[config.mk]
export PLATFORM = sky130hd
export DESIGN_NAME = dispensador
export DESIGN_NICKNAME = d
export VERILOG_FILES = /design/src/rtl/dispensador_pkg.sv /design/src/rtl/sincronizador.sv /design/src/rtl/dispensador.sv
export SDC_FILE = /design/constraint.sdc
export NUM_CORES = 1
export LEC_CHECK = 0
export CAP_MARGIN = 20
export CORE_MARGIN = 5
export CORE_UTILIZATION = 57
export CTS_BUF_LIST = sky130_fd_sc_hd__clkbuf_4 sky130_fd_sc_hd__clkbuf_8 sky130_fd_sc_hd__clkbuf_16
export DETAILED_ROUTE_END_ITERATION = 6
export PLACE_DENSITY = 0.81
export SLEW_MARGIN = 20
export SYNTH_ARGS = -nofsm -noshare
export SYNTH_HDL_FRONTEND = slang
export SYNTH_SLANG_ARGS = --single-unit
[constraint.sdc]
create_clock -name clock -period 3.18 [get_ports clock]
set_clock_uncertainty 0.2 [all_clocks]
set_input_delay 0.954 -clock clock [delete_from_list [all_inputs] [get_ports clock]]
set_output_delay 0.954 -clock clock [all_outputs]
set_load 0.005 [all_outputs]
[src/rtl/dispensador_pkg.sv]
// rtl/dispensador_pkg.sv - state encoding, item indices and request priority for the dispenser
package dispensador_pkg;

    typedef enum logic [1:0] {
        IDLE     = 2'd0,
        LIBERA   = 2'd1,
        RETIRADA = 2'd2,
        ERRO     = 2'd3
    } estado_t;

    localparam int PIZZA   = 3;
    localparam int BURGUER = 2;
    localparam int TORTA   = 1;
    localparam int SODA    = 0;

    // One-hot select of the highest-priority request; lower ones are dropped.
    function automatic logic [3:0] prioridade(input logic [3:0] req);
        logic [3:0] sel;
        sel = 4'b0000;
        if (req[PIZZA])
            sel[PIZZA] = 1'b1;
        else if (req[BURGUER])
            sel[BURGUER] = 1'b1;
        else if (req[TORTA])
            sel[TORTA] = 1'b1;
        else if (req[SODA])
            sel[SODA] = 1'b1;
        return sel;
    endfunction

endpackage

[src/rtl/sincronizador.sv]
// rtl/sincronizador.sv - two-flop synchronizer with asynchronous active-high reset to 0
module sincronizador (
    input  logic clock,
    input  logic reset,
    input  logic d,
    output logic q
);

    logic meta;

    always_ff @(posedge clock or posedge reset) begin
        if (reset) begin
            meta <= 1'b0;
            q    <= 1'b0;
        end else begin
            meta <= d;
            q    <= meta;
        end
    end

endmodule

[src/rtl/dispensador.sv]
// rtl/dispensador.sv - product dispenser FSM with motor timeout; DISPENSADOR_ESTOQUE_EN adds per-item stock
module dispensador
    import dispensador_pkg::*;
#(
    parameter int T_MOTOR     = 25_000_000,
    parameter int CNT_W       = 26,
    parameter int ESTOQUE_INI = 5
) (
    input  logic       clock,
    input  logic       reset,
    input  logic       pizza,
    input  logic       burguer,
    input  logic       torta,
    input  logic       soda,
    input  logic       sensor_saida,
    output logic [3:0] motor,
    output logic       ocupado,
    output logic       entregue,
    output logic       erro,
    output logic [3:0] esgotado
);

    estado_t          estado;
    logic             sens;
    logic [CNT_W-1:0] timer;
    logic [3:0]       pedido;

    sincronizador u_sincronizador (
        .clock (clock),
        .reset (reset),
        .d     (sensor_saida),
        .q     (sens)
    );

    assign pedido = {pizza, burguer, torta, soda} & ~esgotado;

    always_ff @(posedge clock or posedge reset) begin
        if (reset) begin
            estado   <= IDLE;
            motor    <= 4'b0000;
            ocupado  <= 1'b0;
            entregue <= 1'b0;
            erro     <= 1'b0;
            timer    <= '0;
        end else begin
            entregue <= 1'b0;
            case (estado)
                IDLE: begin
                    if (!sens && (pedido != 4'b0000)) begin
                        estado  <= LIBERA;
                        motor   <= prioridade(pedido);
                        ocupado <= 1'b1;
                        timer   <= CNT_W'(T_MOTOR);
                    end
                end
                LIBERA: begin
                    // Timer holds the motor-on cycles still allowed, counting the current one.
                    if (sens) begin
                        estado <= RETIRADA;
                        motor  <= 4'b0000;
                    end else if (timer <= CNT_W'(1)) begin
                        estado <= ERRO;
                        motor  <= 4'b0000;
                        erro   <= 1'b1;
                    end else begin
                        timer <= timer - CNT_W'(1);
                    end
                end
                RETIRADA: begin
                    if (!sens) begin
                        estado   <= IDLE;
                        ocupado  <= 1'b0;
                        entregue <= 1'b1;
                    end
                end
                ERRO: begin
                    motor   <= 4'b0000;
                    ocupado <= 1'b1;
                    erro    <= 1'b1;
                end
                default: begin
                    estado <= IDLE;
                    motor  <= 4'b0000;
                end
            endcase
        end
    end

`ifdef DISPENSADOR_ESTOQUE_EN
    localparam int EST_W = (ESTOQUE_INI < 2) ? 1 : $clog2(ESTOQUE_INI + 1);

    logic [EST_W-1:0] estoque [4];
    logic             retirou;

    assign retirou = (estado == LIBERA) && sens;

    always_ff @(posedge clock or posedge reset) begin
        if (reset) begin
            for (int i = 0; i < 4; i++)
                estoque[i] <= EST_W'(ESTOQUE_INI);
        end else if (retirou) begin
            for (int i = 0; i < 4; i++)
                if (motor[i] && (estoque[i] != '0))
                    estoque[i] <= estoque[i] - EST_W'(1);
        end
    end

    always_comb begin
        esgotado = 4'b0000;
        for (int i = 0; i < 4; i++)
            esgotado[i] = (estoque[i] == '0);
    end
`else
    // Without counters nothing can run out; a negative initial stock is not meaningful.
    assign esgotado = {4{ESTOQUE_INI < 0}};
`endif

endmodule

==> flow_metrics.tcl <==
set metrics [dict create \
    status "finished, final reports clean" \
    numCtsBuffers 5 \
    clkPwrFrac 0.189 \
    worst_setup_path_start_kind "flip-flop" \
    dpl.cell_count 285 \
    yosysSeqAreaShare 0.455 \
    vdd_drop_max_uv 417 \
    grt_max_degree 38 \
    syn2layout_area_growth_pct 15.3 \
    cp.arrival_ps 2950 \
    cts_resized 0 \
    row_count 21 \
    dp_hpwl_um 3260 \
    hold_path_class "reg2reg" \
    wire_per_inst_um 16.0 \
    maxCapViolCount 0 \
    netlist_area_sq_mm 0.00204 \
    p_sw_frac 0.392 \
    synth_ff_type "dfrtp_1" \
    design.die.area_sq_mm 0.00487 \
    critPathBufInv 1 \
    fin_cells 293 \
    drtIter0Drc 143 \
    synth_cell_types 42 \
    cp.required_ps 3230 \
    vias 1877 \
    route.detailed.drc 0 \
    synthCells 224 \
    ys_warn_count 0 \
    cp.depth 7 \
    fin_crit_ps 2900 \
    hold_violations 0 \
    power.switching_uw 573 \
    power_uw 1460 \
    hold_start "u_sincronizador.meta" \
    fillCellCount 273 \
    clockBufferDepth 2 \
    slew_headroom 0.528 \
    end_kind "flip-flop" \
    cts_hold_buffers 0 \
    rsz0062_at_grt "no" \
    finish.utilization 0.693 \
    grt_pass1_wl_um 8380 \
    p_per_area_mw_per_mm2 622 \
    crit_chain "inv_1, ha_1, or3b_2, a211oi_1, nand4_1, o31a_1, or3_1" \
    grt_pass1_vias 1843 \
    fp.dieH_um 69.8 \
    placed_area_sq_mm 0.00228 \
    cpPeakStageDelay_ps 550 \
    seq_power_share 0.467 \
    p_leak_uw 0.000897 \
    pin_count 18 \
    final_max_slew_viol_count 0 \
    max_freq_mhz 344 \
    combinationalPowerShare 0.344 \
    io_buffers 13 \
    track_usage 0.211 \
    worstSkewPairLatency_ps 360 \
    finalWirelength_um 4680 \
    synth-edff-count 0 \
    finalCritPeriodShare 0.913 \
    internal-power_uw 887 \
    antennaDiodeCount 0 \
    core_region_area_sq_mm 0.00339 \
    fin_area_sq_mm 0.00235 \
    synth-async-reset-ratio 1.00 \
    cts_setup_buffers 0 \
    reg2reg_from "timer[1]" \
    worst_slew_pin_slew_ps 704 \
    r2r_setup_slack_ps 280 \
    drive_above_1_share 0.130 \
    nNetsFinal 255 \
    gp_congestion 0.843 \
    h-tree-depth 2 \
    grt_overflow 0 \
    clkTransAtPathRegs_ps 120 \
    rr_worst_depth 7 \
    syn_avg_cell_area_sq_um 9.09 \
    setup_violations 0 \
    avgViaCountPerCell 6.41 \
    start_util 0.601 \
    cts_tree "yes" \
    regToRegEndpoint "timer[24]" \
    crit_fanout 7 \
    slowest_stage "or3b_2" \
    layout_common_cells "37 x dfrtp_1, 19 x or4_1, 18 x a21oi_1, 18 x buf_4, 14 x o21ai_0" \
    critPathTopFamily "simple AND/OR/NAND/NOR gates" \
    dr.pass1.iters 4 \
    fp.dieW_um 69.8 \
    postRouteAntennaNets 0 \
    hold_path_depth 0 \
    cts-root-buf "clkbuf_4" \
    grt_antenna_before_repair 0 \
    synth-seq-cells 37 \
    final_common_cell "dfrtp_1" \
    cts_sinks 37 \
    hold_path_end "u_sincronizador.q" \
    critical_path_class "reg2reg" \
]
layout make-up:
type | instances | area (sq um) | share of cell area
Inverter | 8 | 30.0 | 0.0128
Clock buffer | 6 | 51.3 | 0.0219
Sequential cell | 37 | 926 | 0.394
Tap cell | 46 | 57.6 | 0.0245
Clock inverter | 2 | 13.8 | 0.00586
Timing Repair Buffer | 31 | 265 | 0.113
Multi-Input combinational cell | 163 | 1000 | 0.428
power by group through the flow:
| stage | logic [uW] | clock network (uW) | registers, uW |
|---|---|---|---|
| finish | 503 | 276 | 682 |
| global route | 571 | 307 | 699 |
| CTS | 499 | 282 | 677 |
| detailed placement | 497 | 0 | 686 |
| global placement | 471 | 0 | 676 |
| floorplan | 371 | 0 | 635 |
worst max-delay path by stage:
| stage | startpoint | endpoint | slack [ps] |
|---|---|---|---|
| 2_1_floorplan | pizza | timer[15] | 220 |
| 3_3_place_gp | pizza | timer[24] | 40 |
| 3_5_place_dp | pizza | timer[6] | -6 |
| 4_1_cts | timer[4] | timer[15] | 290 |
| 5_1_grt | timer[1] | timer[24] | 110 |
| 6_report | timer[1] | timer[24] | 280 |
registers in the layout (all words and copies together), names as in the netlist:
register / cells
entregue: 1
timer: 26
erro: 1
motor: 4
u_sincronizador.q: 1
estado: 2
u_sincronizador.meta: 1
ocupado: 1
per-layer routing:
| metal | share of wire | global-route usage | vias up | wire length [um] |
|---|---|---|---|---|
| met5 | 0 | 0 | - | 0 |
| met4 | 0.024 | 0.109 | 0 | 112 |
| met3 | 0.047 | 0.0464 | 11 | 221 |
| met2 | 0.50 | 0.349 | 54 | 2350 |
| met1 | 0.43 | 0.256 | 919 | 2000 |
| li1 | - | - | 893 | - |
logic make-up after synthesis:
| family | share of synthesized area |
|---|---|
| and+or+nand+nor | 0.277 |
| AOI/OAI and AO/OA | 0.189 |
| DFF | 0.455 |
| buffers and inverters | 0.0602 |
| adders and majority gates | 0.0123 |
| muxes | 0.00492 |
| other | 0.00184 |
synth_stat cells (7+ instances only):
library cell	n	area (sq um)
inv_1	7	26.3
or4_1	19	143
nor3_1	9	45.0
clkbuf_1	8	30.0
nand2_1	8	30.0
o31ai_1	12	90.1
dfrtp_1	37	926
nand3_1	12	60.1
o21ai_0	15	75.1
or3_1	12	75.1
a21oi_1	18	90.1
nor2_1	11	41.3
metrics by stage:
stage / TNS (ps) / hold WS [ps] / setup slack, ps
after floorplan: 0 / 131 / 215
after global placement: 0 / 145 / 36.5
after detailed placement: -6.24 / 141 / -6.24
after CTS: 0 / 169 / 295
after global routing: 0 / 193 / 111
final: 0 / 170 / 276
Note: power is estimated with default switching activity, not from simulation.
